`src/rtl/uart_rx_fsm_if.sv`:
```
// Signal bundle between the UART receive control FSM, its edge/bit counter and sampler, and the system side.
interface uart_rx_fsm_if #(
    parameter int DATA_WIDTH     = 8,
    parameter int PRESCALE_WIDTH = 6,
    parameter int BIT_CNT_WIDTH  = 4
);
    logic                      rx_in;
    logic [PRESCALE_WIDTH-1:0] prescale;
    logic                      par_en;
    logic                      par_typ;
    logic [PRESCALE_WIDTH-1:0] edge_count;
    logic [BIT_CNT_WIDTH-1:0]  bit_count;
    logic                      sampled_bit;
    logic                      counter_enable;
    logic                      data_samp_en;
    logic [DATA_WIDTH-1:0]     p_data;
    logic                      data_valid;
    logic                      parity_error;
    logic                      stop_error;
    logic                      break_det;

    modport master (
        input  rx_in, prescale, par_en, par_typ, edge_count, bit_count, sampled_bit,
        output counter_enable, data_samp_en, p_data, data_valid, parity_error, stop_error, break_det
    );

    modport slave (
        output rx_in, prescale, par_en, par_typ, edge_count, bit_count, sampled_bit,
        input  counter_enable, data_samp_en, p_data, data_valid, parity_error, stop_error, break_det
    );
endinterface

```
`src/rtl/uart_rx_fsm.sv`:
```
// UART receiver control FSM: start detection, LSB-first deserialization, parity and stop checks.
// Optional break detection is built in when UART_RX_BREAK_DETECT_EN is defined.
module uart_rx_fsm #(
    parameter int DATA_WIDTH     = 8,
    parameter int PRESCALE_WIDTH = 6,
    parameter int BIT_CNT_WIDTH  = 4
) (
    input  logic          clk,
    input  logic          rst,
    uart_rx_fsm_if.master bus
);
    localparam logic [2:0] IDLE   = 3'd0;
    localparam logic [2:0] START  = 3'd1;
    localparam logic [2:0] DATA   = 3'd2;
    localparam logic [2:0] PARITY = 3'd3;
    localparam logic [2:0] STOP   = 3'd4;
`ifdef UART_RX_BREAK_DETECT_EN
    localparam logic [2:0] BREAK  = 3'd5;
`endif

    function automatic logic parity_of(input logic [DATA_WIDTH-1:0] word);
        return ^word;
    endfunction

    logic [2:0]            state_r;
    logic [2:0]            state_nxt_s;
    logic [DATA_WIDTH-1:0] shift_r;
    logic [DATA_WIDTH-1:0] p_data_r;
    logic                  run_r;
    logic                  run_nxt_s;
    logic                  data_valid_r;
    logic                  parity_error_r;
    logic                  stop_error_r;
    logic                  break_det_r;
    logic                  end_of_bit_s;
    logic                  last_data_s;
    logic                  frame_ok_s;

    assign end_of_bit_s = run_r && (bus.edge_count == (bus.prescale - PRESCALE_WIDTH'(1)));
    assign last_data_s  = (bus.bit_count == BIT_CNT_WIDTH'(DATA_WIDTH));
    // parity_error_r already holds this frame's parity verdict when the stop bit is judged
    assign frame_ok_s   = bus.sampled_bit && !parity_error_r;

`ifdef UART_RX_BREAK_DETECT_EN
    logic par_bit_r;
    logic break_frame_s;
    assign break_frame_s = (shift_r == {DATA_WIDTH{1'b0}}) && !bus.sampled_bit
                           && (!bus.par_en || !par_bit_r);
`endif

    // Next-state decode for the frame sequence
    always_comb begin
        state_nxt_s = state_r;
        case (state_r)
            IDLE: begin
                if (!bus.rx_in) state_nxt_s = START;
                else            state_nxt_s = IDLE;
            end
            START: begin
                if (!end_of_bit_s)        state_nxt_s = START;
                else if (bus.sampled_bit) state_nxt_s = IDLE;
                else                      state_nxt_s = DATA;
            end
            DATA: begin
                if (!(end_of_bit_s && last_data_s)) state_nxt_s = DATA;
                else if (bus.par_en)                state_nxt_s = PARITY;
                else                                state_nxt_s = STOP;
            end
            PARITY: begin
                if (end_of_bit_s) state_nxt_s = STOP;
                else              state_nxt_s = PARITY;
            end
            STOP: begin
                if (!end_of_bit_s)       state_nxt_s = STOP;
`ifdef UART_RX_BREAK_DETECT_EN
                else if (break_frame_s) state_nxt_s = BREAK;
`endif
                else                     state_nxt_s = IDLE;
            end
`ifdef UART_RX_BREAK_DETECT_EN
            BREAK: begin
                if (bus.rx_in) state_nxt_s = IDLE;
                else           state_nxt_s = BREAK;
            end
`endif
            default: state_nxt_s = IDLE;
        endcase
    end

    // Counter and sampler run in every active frame state
    always_comb begin
        run_nxt_s = 1'b1;
        if (state_nxt_s == IDLE)       run_nxt_s = 1'b0;
`ifdef UART_RX_BREAK_DETECT_EN
        else if (state_nxt_s == BREAK) run_nxt_s = 1'b0;
`endif
        else                           run_nxt_s = 1'b1;
    end

    // State, datapath and registered outputs
    always_ff @(posedge clk or negedge rst) begin
        if (!rst) begin
            state_r        <= IDLE;
            run_r          <= 1'b0;
            shift_r        <= {DATA_WIDTH{1'b0}};
            p_data_r       <= {DATA_WIDTH{1'b0}};
            data_valid_r   <= 1'b0;
            parity_error_r <= 1'b0;
            stop_error_r   <= 1'b0;
            break_det_r    <= 1'b0;
`ifdef UART_RX_BREAK_DETECT_EN
            par_bit_r      <= 1'b0;
`endif
        end else begin
            state_r      <= state_nxt_s;
            run_r        <= run_nxt_s;
            data_valid_r <= 1'b0;
            break_det_r  <= 1'b0;
            if ((state_r == IDLE) && !bus.rx_in) begin
                parity_error_r <= 1'b0;
                stop_error_r   <= 1'b0;
            end
            if ((state_r == DATA) && end_of_bit_s) begin
                shift_r <= {bus.sampled_bit, shift_r[DATA_WIDTH-1:1]};
            end
            if ((state_r == PARITY) && end_of_bit_s) begin
                parity_error_r <= bus.sampled_bit ^ (parity_of(shift_r) ^ bus.par_typ);
`ifdef UART_RX_BREAK_DETECT_EN
                par_bit_r      <= bus.sampled_bit;
`endif
            end
            if ((state_r == STOP) && end_of_bit_s) begin
                stop_error_r <= ~bus.sampled_bit;
                if (frame_ok_s) begin
                    p_data_r     <= shift_r;
                    data_valid_r <= 1'b1;
                end
`ifdef UART_RX_BREAK_DETECT_EN
                break_det_r <= break_frame_s;
`endif
            end
        end
    end

    assign bus.counter_enable = run_r;
    assign bus.data_samp_en   = run_r;
    assign bus.p_data         = p_data_r;
    assign bus.data_valid     = data_valid_r;
    assign bus.parity_error   = parity_error_r;
    assign bus.stop_error     = stop_error_r;
    assign bus.break_det      = break_det_r;
endmodule

```
`src/flat_wrapper.sv`:
```
// flat-port wrapper written by rule: the top's interface ports become plain ports
module uart_rx_fsm_flat 
#(
    parameter int DATA_WIDTH     = 8,
    parameter int PRESCALE_WIDTH = 6,
    parameter int BIT_CNT_WIDTH  = 4
)
  (clk, rst, bus_rx_in, bus_prescale, bus_par_en, bus_par_typ, bus_edge_count, bus_bit_count, bus_sampled_bit, bus_counter_enable, bus_data_samp_en, bus_p_data, bus_data_valid, bus_parity_error, bus_stop_error, bus_break_det);
  uart_rx_fsm_if #(.DATA_WIDTH(DATA_WIDTH), .PRESCALE_WIDTH(PRESCALE_WIDTH), .BIT_CNT_WIDTH(BIT_CNT_WIDTH)) bus_i ();
  input  logic clk;
  input  logic rst;
  input wire logic [$bits(bus_i.rx_in)-1:0] bus_rx_in;
  input wire logic [$bits(bus_i.prescale)-1:0] bus_prescale;
  input wire logic [$bits(bus_i.par_en)-1:0] bus_par_en;
  input wire logic [$bits(bus_i.par_typ)-1:0] bus_par_typ;
  input wire logic [$bits(bus_i.edge_count)-1:0] bus_edge_count;
  input wire logic [$bits(bus_i.bit_count)-1:0] bus_bit_count;
  input wire logic [$bits(bus_i.sampled_bit)-1:0] bus_sampled_bit;
  output wire logic [$bits(bus_i.counter_enable)-1:0] bus_counter_enable;
  output wire logic [$bits(bus_i.data_samp_en)-1:0] bus_data_samp_en;
  output wire logic [$bits(bus_i.p_data)-1:0] bus_p_data;
  output wire logic [$bits(bus_i.data_valid)-1:0] bus_data_valid;
  output wire logic [$bits(bus_i.parity_error)-1:0] bus_parity_error;
  output wire logic [$bits(bus_i.stop_error)-1:0] bus_stop_error;
  output wire logic [$bits(bus_i.break_det)-1:0] bus_break_det;
  assign bus_i.rx_in = bus_rx_in;
  assign bus_i.prescale = bus_prescale;
  assign bus_i.par_en = bus_par_en;
  assign bus_i.par_typ = bus_par_typ;
  assign bus_i.edge_count = bus_edge_count;
  assign bus_i.bit_count = bus_bit_count;
  assign bus_i.sampled_bit = bus_sampled_bit;
  assign bus_counter_enable = bus_i.counter_enable;
  assign bus_data_samp_en = bus_i.data_samp_en;
  assign bus_p_data = bus_i.p_data;
  assign bus_data_valid = bus_i.data_valid;
  assign bus_parity_error = bus_i.parity_error;
  assign bus_stop_error = bus_i.stop_error;
  assign bus_break_det = bus_i.break_det;
  uart_rx_fsm #(.DATA_WIDTH(DATA_WIDTH), .PRESCALE_WIDTH(PRESCALE_WIDTH), .BIT_CNT_WIDTH(BIT_CNT_WIDTH)) u_core (.clk(clk), .rst(rst), .bus(bus_i));
endmodule
```
`config.mk`:
```
export PLATFORM = sky130hd
export DESIGN_NAME = uart_rx_fsm_flat
export DESIGN_NICKNAME = d
export VERILOG_FILES = /design/src/rtl/uart_rx_fsm_if.sv /design/src/rtl/uart_rx_fsm.sv /design/src/flat_wrapper.sv
export SDC_FILE = /design/constraint.sdc
export NUM_CORES = 1
export LEC_CHECK = 0
export ABC_AREA = 1
export BUFFER_PORTS_ARGS = -buffer_cell sky130_fd_sc_hd__buf_2
export CORE_ASPECT_RATIO = 2
export CORE_MARGIN = 2
export CORE_UTILIZATION = 30
export DETAILED_ROUTE_END_ITERATION = 6
export SLEW_MARGIN = 10
export SYNTH_ARGS = -nofsm -noshare
export SYNTH_HDL_FRONTEND = slang
export SYNTH_SLANG_ARGS = --single-unit
```
`constraint.sdc`:
```
create_clock -name clk -period 2.2 [get_ports clk]
set_clock_uncertainty 0.2 [all_clocks]
set_input_delay 0.22 -clock clk [delete_from_list [all_inputs] [get_ports clk]]
set_output_delay 0.22 -clock clk [all_outputs]
set_load 0.03 [all_outputs]
```
==> results.txt, run 1 <==
Outcome: finished, final reports clean
DRC viols: 0
Flop pwr share: 44.3%
Die area: 5750 um2
DR iter-0 viols: 21
Cell internal pwr: 0.000694 W
Setup violators final: 0
PortBufs: 34
Crit share post-route: 81.0%
RR Startpoint: u_core.bus.counter_enable
Synthesis-to-layout area growth: 20.2%
Synthesized flop and latch total: 23
Worst vdd ir: 0.499 mV
Initial antenna violation count: 0
Initial Utilization: 31.3%
TritonCTS buffer count: 3
Most frequent cells in the layout: nand2_1 (83), buf_2 (34), inv_1 (25)
Placed cells: 307
LEAKAGE: 1.10 nW
CP required: 2170 ps
Slew headroom: 64.8%
Mapped Area: 1540 um2
Root buf cell: clkbuf_8
Die width: 54.6 um
F_max: 0.561 GHz
Final HPWL DP: 2890 um
Fraction of the mapped netlist area in adder cells: 0.813%
Mux share of post-synthesis cell area: 0%
Final core utilization: 37.7%
Layout cell share with drive strength beyond 1: 26.7%
Clock tree buffer depth: 2
Cells after synthesis: 214
Cell row count: 36
Synthesized area per cell: 7.19 um2
Pwr per Cell Area: 584 nW/um2
Final worst slack: 418 ps
Sequential area share after synthesis: 37.4%
Vias in the first global route: 1294
Htree depth: 1
Cells on Worst Hold Path: 3
Final GP Congestion: 0.852
Period minus WS final: 1780 ps
First-pass GRT wire length: 5680 um
Clk slew on worst S/H paths: 80 ps
Total Wirelength: 3450 um
Antenna fix cells: 0
Gate power share: 30.8%
CTS Hold Bufs: 1
Commonest non-fill, non-tap cell in the layout: nand2_1
CTS resizes: 0
Largest fanout on the critical path: 9
Synth area leader: dfrtp_1
Mapped Nets: 237
Post-synthesis simple-gate area fraction: 44.5%
Yosys cell types: 27
Post-CTS Setup Inserts: 0
Max Cap Viol: 0
CP Data Arrival Time: 1750 ps
Critical path type: in -> reg
Worst hold path type: in -> reg
Switching power share of the total: 35.9%
Setup TNS: 0 ps
Crit start category: input pin
Worst setup EP type: register
Largest net degree at the start of global routing: 24
Synthesis Warnings: 0
Largest family of logic cells by synthesized area: simple AND/OR/NAND/NOR gates
ANT nets after route: 0
# fillers: 531
RSZ-0062 raised after global routing: no
Top cells by area, synth: dfrtp_1 (37%), nand2_1 (20%), nand3_1 (6.8%)
DP Worst Slack: 102 ps
Slew at the pin with the worst max-slew slack: 528 ps
Final Max Tran Viols: 0
Hold path start: bus_sampled_bit
Final hold vios: 0
Vias per cell: 4.36
First-pass DRT Iterations: 3
XOR/XNOR Fraction of Synth Area: 4.55%
CTS tree: yes
Grt total ovfl: 0
Vert. Die Dim: 105 um
Clock Latency Late Sink: 270 ps
Post-synth top area share: 37.4%
Post-synthesis compound-gate area fraction: 2.68%
Layout Nets: 279
Critical Path Start: bus_prescale[0]
Clk pwr share: 24.9%
DR WL/cell: 11.0 um
Reg2reg path depth: 9
Number of clock sinks: 23
Core area: 4910 um2
Sw Pwr: 0.000388 W
Top-Level Pins: 36
Routed vias: 1361
Non-filler cells in the finished layout: 312
Gr usage total: 13.5%
path summary, 6_finish.rpt:
check	to	slack, ps
worst max-delay path	u_core.bus.p_data[1]	420
worst min-delay path	u_core.bus.data_valid	90
worst max register to register	u_core.bus.p_data[1]	420
worst min register to register	u_core.bus.p_data[3]	280
max in group asynchronous	u_core.state_r[0]	1200
min in group asynchronous	u_core.shift_r[1]	240
state kept, by name, summed over array words and instances, names as in the netlist:
name,flops
u_core.state_r,3
u_core.bus.p_data,8
u_core.bus.counter_enable,1
u_core.bus.parity_error,1
u_core.shift_r,8
u_core.bus.stop_error,1
u_core.bus.data_valid,1
per-layer routing:
| metal | part of all wire (%) | GRT usage, % |
|---|---|---|
| met5 | 0 | 0 |
| met4 | 2.4 | 6.96 |
| met3 | 3.7 | 1.42 |
| met2 | 58 | 24.7 |
| met1 | 36 | 13.8 |
cell usage after synthesis:
cell type  instances
nor3_1             2
dfrtp_1           23
nand3_1           21
nor2_4             3
xnor2_1            6
o21ai_0            2
conb_1             1
nand2_4            1
nand3_2            4
nand3b_4           1
inv_1             25
clkinv_1           1
a21oi_4            1
buf_6              1
nand3_4            2
nor2_8             1
buf_4              2
clkinv_4           1
o21ai_1            2
xor2_1             2
nor2_1            16
nand2_1           83
a21oi_1            1
nand2_2            5
nor2_2             1
ha_1               1
inv_2              5
through the flow:
step	power, W	hold WS [ps]	area, um2
4_1_cts	0.00110	84.4	1850
6_report	0.00108	89.0	1850
3_3_place_gp	0.000821	20.5	1790
5_1_grt	0.00116	90.5	1850
2_1_floorplan	0.000735	-276	1540
3_5_place_dp	0.000826	22.5	1790
cell families (layout without fill, tap and decap cells):
family / after synthesis / count (layout)
and+or+nand+nor: 140 / 140
buffers and inverters: 35 / 76
DFF: 23 / 23
xor gates and xnor gates: 8 / 8
AOI/OAI and AO/OA: 6 / 6
adders and majority gates: 1 / 1
other: 1 / 1
power groups by stage:
| stage | registers (W) | clock network (W) | logic, W |
|---|---|---|---|
| after floorplan | 0.000504 | 0 | 0.000232 |
| after global placement | 0.000489 | 0 | 0.000332 |
| after detailed placement | 0.000488 | 0 | 0.000337 |
| after CTS | 0.000480 | 0.000284 | 0.000340 |
| after global routing | 0.000484 | 0.000302 | 0.000374 |
| final | 0.000479 | 0.000269 | 0.000333 |
final cells by class:
class | count | area [um2] | area share, %
repair buffers | 40 | 218 | 11.8
flip-flops and latches | 23 | 576 | 31.1
clock inverters | 1 | 7.51 | 0.406
well taps | 57 | 71.3 | 3.85
inverters | 32 | 125 | 6.76
clock buffers | 3 | 41.3 | 2.23
multi-input cells | 156 | 812 | 43.9
worst max-delay path: stages:
cell and delay [ps]:
buf_2 90, inv_2 40, ha_1 300, nand2_1 100, inv_1 40, nor2_1 160
nand3_4 90, nor2_4 130, nand3_4 130, nor2_8 160, nand3b_4 150, nand2_1 90
nand2_1 50
Note: power is estimated with default switching activity, not from simulation.
==> run 2: changes to the inputs <==
clock period = 1.85 ns   (was 2.2 ns; I/O delays follow)
==> run 2 against run 1 <==
Non-clock buffer count up 4. Flip-flop and latch count unchanged. Highest routed layer unchanged. Sequential power up 19%. Critical path depth unchanged. Critical endpoint is now u_core.bus.data_valid. Cell count up 1.3%. Sequential share of layout area down 0.71 points.
==> results.txt, run 2 (synthesis results as in run 1) <==
Outcome: finished, final reports clean (unchanged)
Grt met2 use: 25.3% (was 24.7%)
Htree depth: 1 (unchanged)
Crit share post-route: 91.5%
Critical path type: in -> reg (unchanged)
# fillers: 529 (was 531)
RSZ-0062 raised after global routing: no (unchanged)
Reg2reg path depth: 9 (unchanged)
Critical Path Slowest Stage Cell: ha_1 (unchanged)
Vias per cell: 4.37 (was 4.36)
Commonest non-fill, non-tap cell in the layout: nand2_1 (unchanged)
Critical Path Start: bus_prescale[0] (unchanged)
LEAKAGE: 1.13 nW (was 1.10 nW)
Crit path buf inv count: 5 (was 3)
Gr usage total: 13.5% (about the same)
Antenna fix cells: 0 (unchanged)
Pwr per Cell Area: 682 nW/um2 (was 584 nW/um2)
Final HPWL DP: 2910 um (was 2890 um)
Met1 usage: 13.6% (was 13.8%)
Reg area: 577 um2 (was 576 um2)
FF-to-FF End: u_core.bus.data_valid (was u_core.bus.p_data[1])
Synthesis-to-layout area growth: 23.3% (was 20.2%)
PortBufs: 34 (unchanged)
Max Cap Viol: 0 (unchanged)
Worst Setup EP: u_core.bus.data_valid (was u_core.bus.p_data[1])
Final GP Congestion: 0.829 (was 0.852)
Layout Nets: 283 (was 279)
Die width: 54.6 um (unchanged)
RR Startpoint: u_core.bus.counter_enable (unchanged)
Setup TNS: 0 ps (unchanged)
CP required: 1860 ps (was 2170 ps)
Final Max Tran Viols: 0 (unchanged)
Largest fanout on the critical path: 9 (unchanged)
Area occupied by multi-input gates: 818 um2 (was 812 um2)
Initial antenna violation count: 0 (unchanged)
Grt met3 use: 1.56% (was 1.42%)
Clock Latency Late Sink: 260 ps (was 270 ps)
Slew headroom: 65.1% (was 64.8%)
F_max: 0.591 GHz
Clock tree buffer depth: 2 (unchanged)
Most Crowded Layer GR: met2 (unchanged)
DRC viols: 0 (unchanged)
DR iter-0 viols: 17 (was 21)
Top Family by Delay on Critical Path: simple AND/OR/NAND/NOR gates (unchanged)
Setup violators final: 0 (unchanged)
TritonCTS buffer count: 3 (unchanged)
Period minus WS final: 1690 ps
Worst setup EP type: register (unchanged)
Core area: 4910 um2 (unchanged)
Most frequent cells in the layout: nand2_1 (83), buf_2 (34), inv_1 (25) (unchanged)
CP Data Arrival Time: 1700 ps (was 1750 ps)
CP Depth: 13 (unchanged)
Layout cell share with drive strength beyond 1: 29.0% (was 26.7%)
Clk slew on worst S/H paths: 80 ps (about the same)
Cell row count: 36 (unchanged)
Critical Path Max Stage Delay: 320 ps (was 300 ps)
Root buf cell: clkbuf_8 (unchanged)
DR WL/cell: 11.0 um (about the same)
Final hold vios: 0 (unchanged)
Vert. Die Dim: 105 um (unchanged)
R2R Setup Slk: 200 ps (was 420 ps)
Worst vdd ir: 0.590 mV (was 0.499 mV)
Initial Utilization: 31.3% (unchanged)
Power Total: 0.00129 W (was 0.00108 W)
Vias in the first global route: 1404 (was 1294)
Die area: 5750 um2 (unchanged)
Number of clock sinks: 23 (unchanged)
Worst-path cell chain: buf_2 -> inv_2 -> ha_1 -> nand2_1 -> inv_1 -> nor2_2 -> nand3_4 -> nor2_4 -> nand3_4 -> nor2_8 -> nand3b_4 -> buf_4 -> inv_2 (was buf_2 -> inv_2 -> ha_1 -> nand2_1 -> inv_1 -> nor2_1 -> nand3_4 -> nor2_4 -> nand3_4 -> nor2_8 -> nand3b_4 -> nand2_1 -> nand2_1)
First-pass DRT Iterations: 4 (was 3)
First-pass GRT wire length: 5900 um (was 5680 um)
Crit start category: input pin (unchanged)
Largest net degree at the start of global routing: 24 (unchanged)
Top-Level Pins: 36 (unchanged)
Grt total ovfl: 0 (unchanged)
Total Wirelength: 3470 um (was 3450 um)
Worst hold path type: in -> reg (unchanged)
Routed vias: 1381 (was 1361)
CTS tree: yes (unchanged)
Slew at the pin with the worst max-slew slack: 521 ps (was 528 ps)
ANT nets after route: 0 (unchanged)
[run 2: cell count changes in the layout (fill, tap and decap cells not counted), sizes merged]
cell,previous run,this run
buf,39,43
clkinv,2,3
clkinvlp,1,0
[run 2: report_power, final]
| part | total [W] | switching (W) | internal (W) |
|---|---|---|---|
| Combinational | 0.000424 | 0.000272 | 0.000152 |
| Clock | 0.000303 | 0.000153 | 0.000150 |
| Sequential | 0.000568 | 0.0000280 | 0.000540 |
| Total | 0.00129 | 0.000453 | 0.000842 |
[run 2: final cells by class]
class,count,share of cell area [%]
well taps,57,3.76
inverters,32,6.59
clock inverters,1,0.264
flip-flops and latches,23,30.4
multi-input cells,156,43.1
clock buffers,3,2.18
repair buffers,44,13.7
[run 2: worst reg2reg max path: stages, from the launching register on]
cell,delay (ps)
dfrtp_2,370
inv_1,50
a21oi_2,150
nand3_4,90
nor2_4,120
nand3_4,130
nor2_8,130
nand3b_4,150
buf_4,170
inv_2,30
[run 2: worst min-delay path by stage]
stage	startpoint	end	slack [ps]	cells after the start
2_1_floorplan	rst	u_core.bus.counter_enable	-310	0
3_3_place_gp	rst	u_core.bus.p_data[2]	-20	1
3_5_place_dp	rst	u_core.shift_r[0]	-8	1
4_1_cts	bus_sampled_bit	u_core.bus.stop_error	50	4
5_1_grt	bus_sampled_bit	u_core.bus.stop_error	60	4
6_report	bus_sampled_bit	u_core.bus.stop_error	50	4
[run 2: repair_timing]
action	CTS	global route
resized for setup	0	2
buffers inserted	0	1
endpoints found under the hold margin	23	0
endpoints found under the setup margin	0	8
hold buffers	1	0
[run 2: routing by layer]
layer / vias up / wire (um) / part of all wire, %
li1: 734 / - / -
met1: 613 / 1220 / 35
met2: 28 / 2040 / 59
met3: 6 / 143 / 4.1
met4: 0 / 70 / 2.0
met5: - / 0 / 0
[run 2: metrics by stage]
step	util, %	setup WS (ps)	hold slack [ps]	instances	cell area [um2]
finish	38.7	158	54.6	316	1900
global route	38.7	2.03	57.3	316	1900
CTS	38.4	94.8	49.5	315	1880
detailed placement	37.2	-188	-7.93	310	1830
global placement	37.2	-147	-15.3	310	1830
floorplan	-	0.126	-311	214	1540
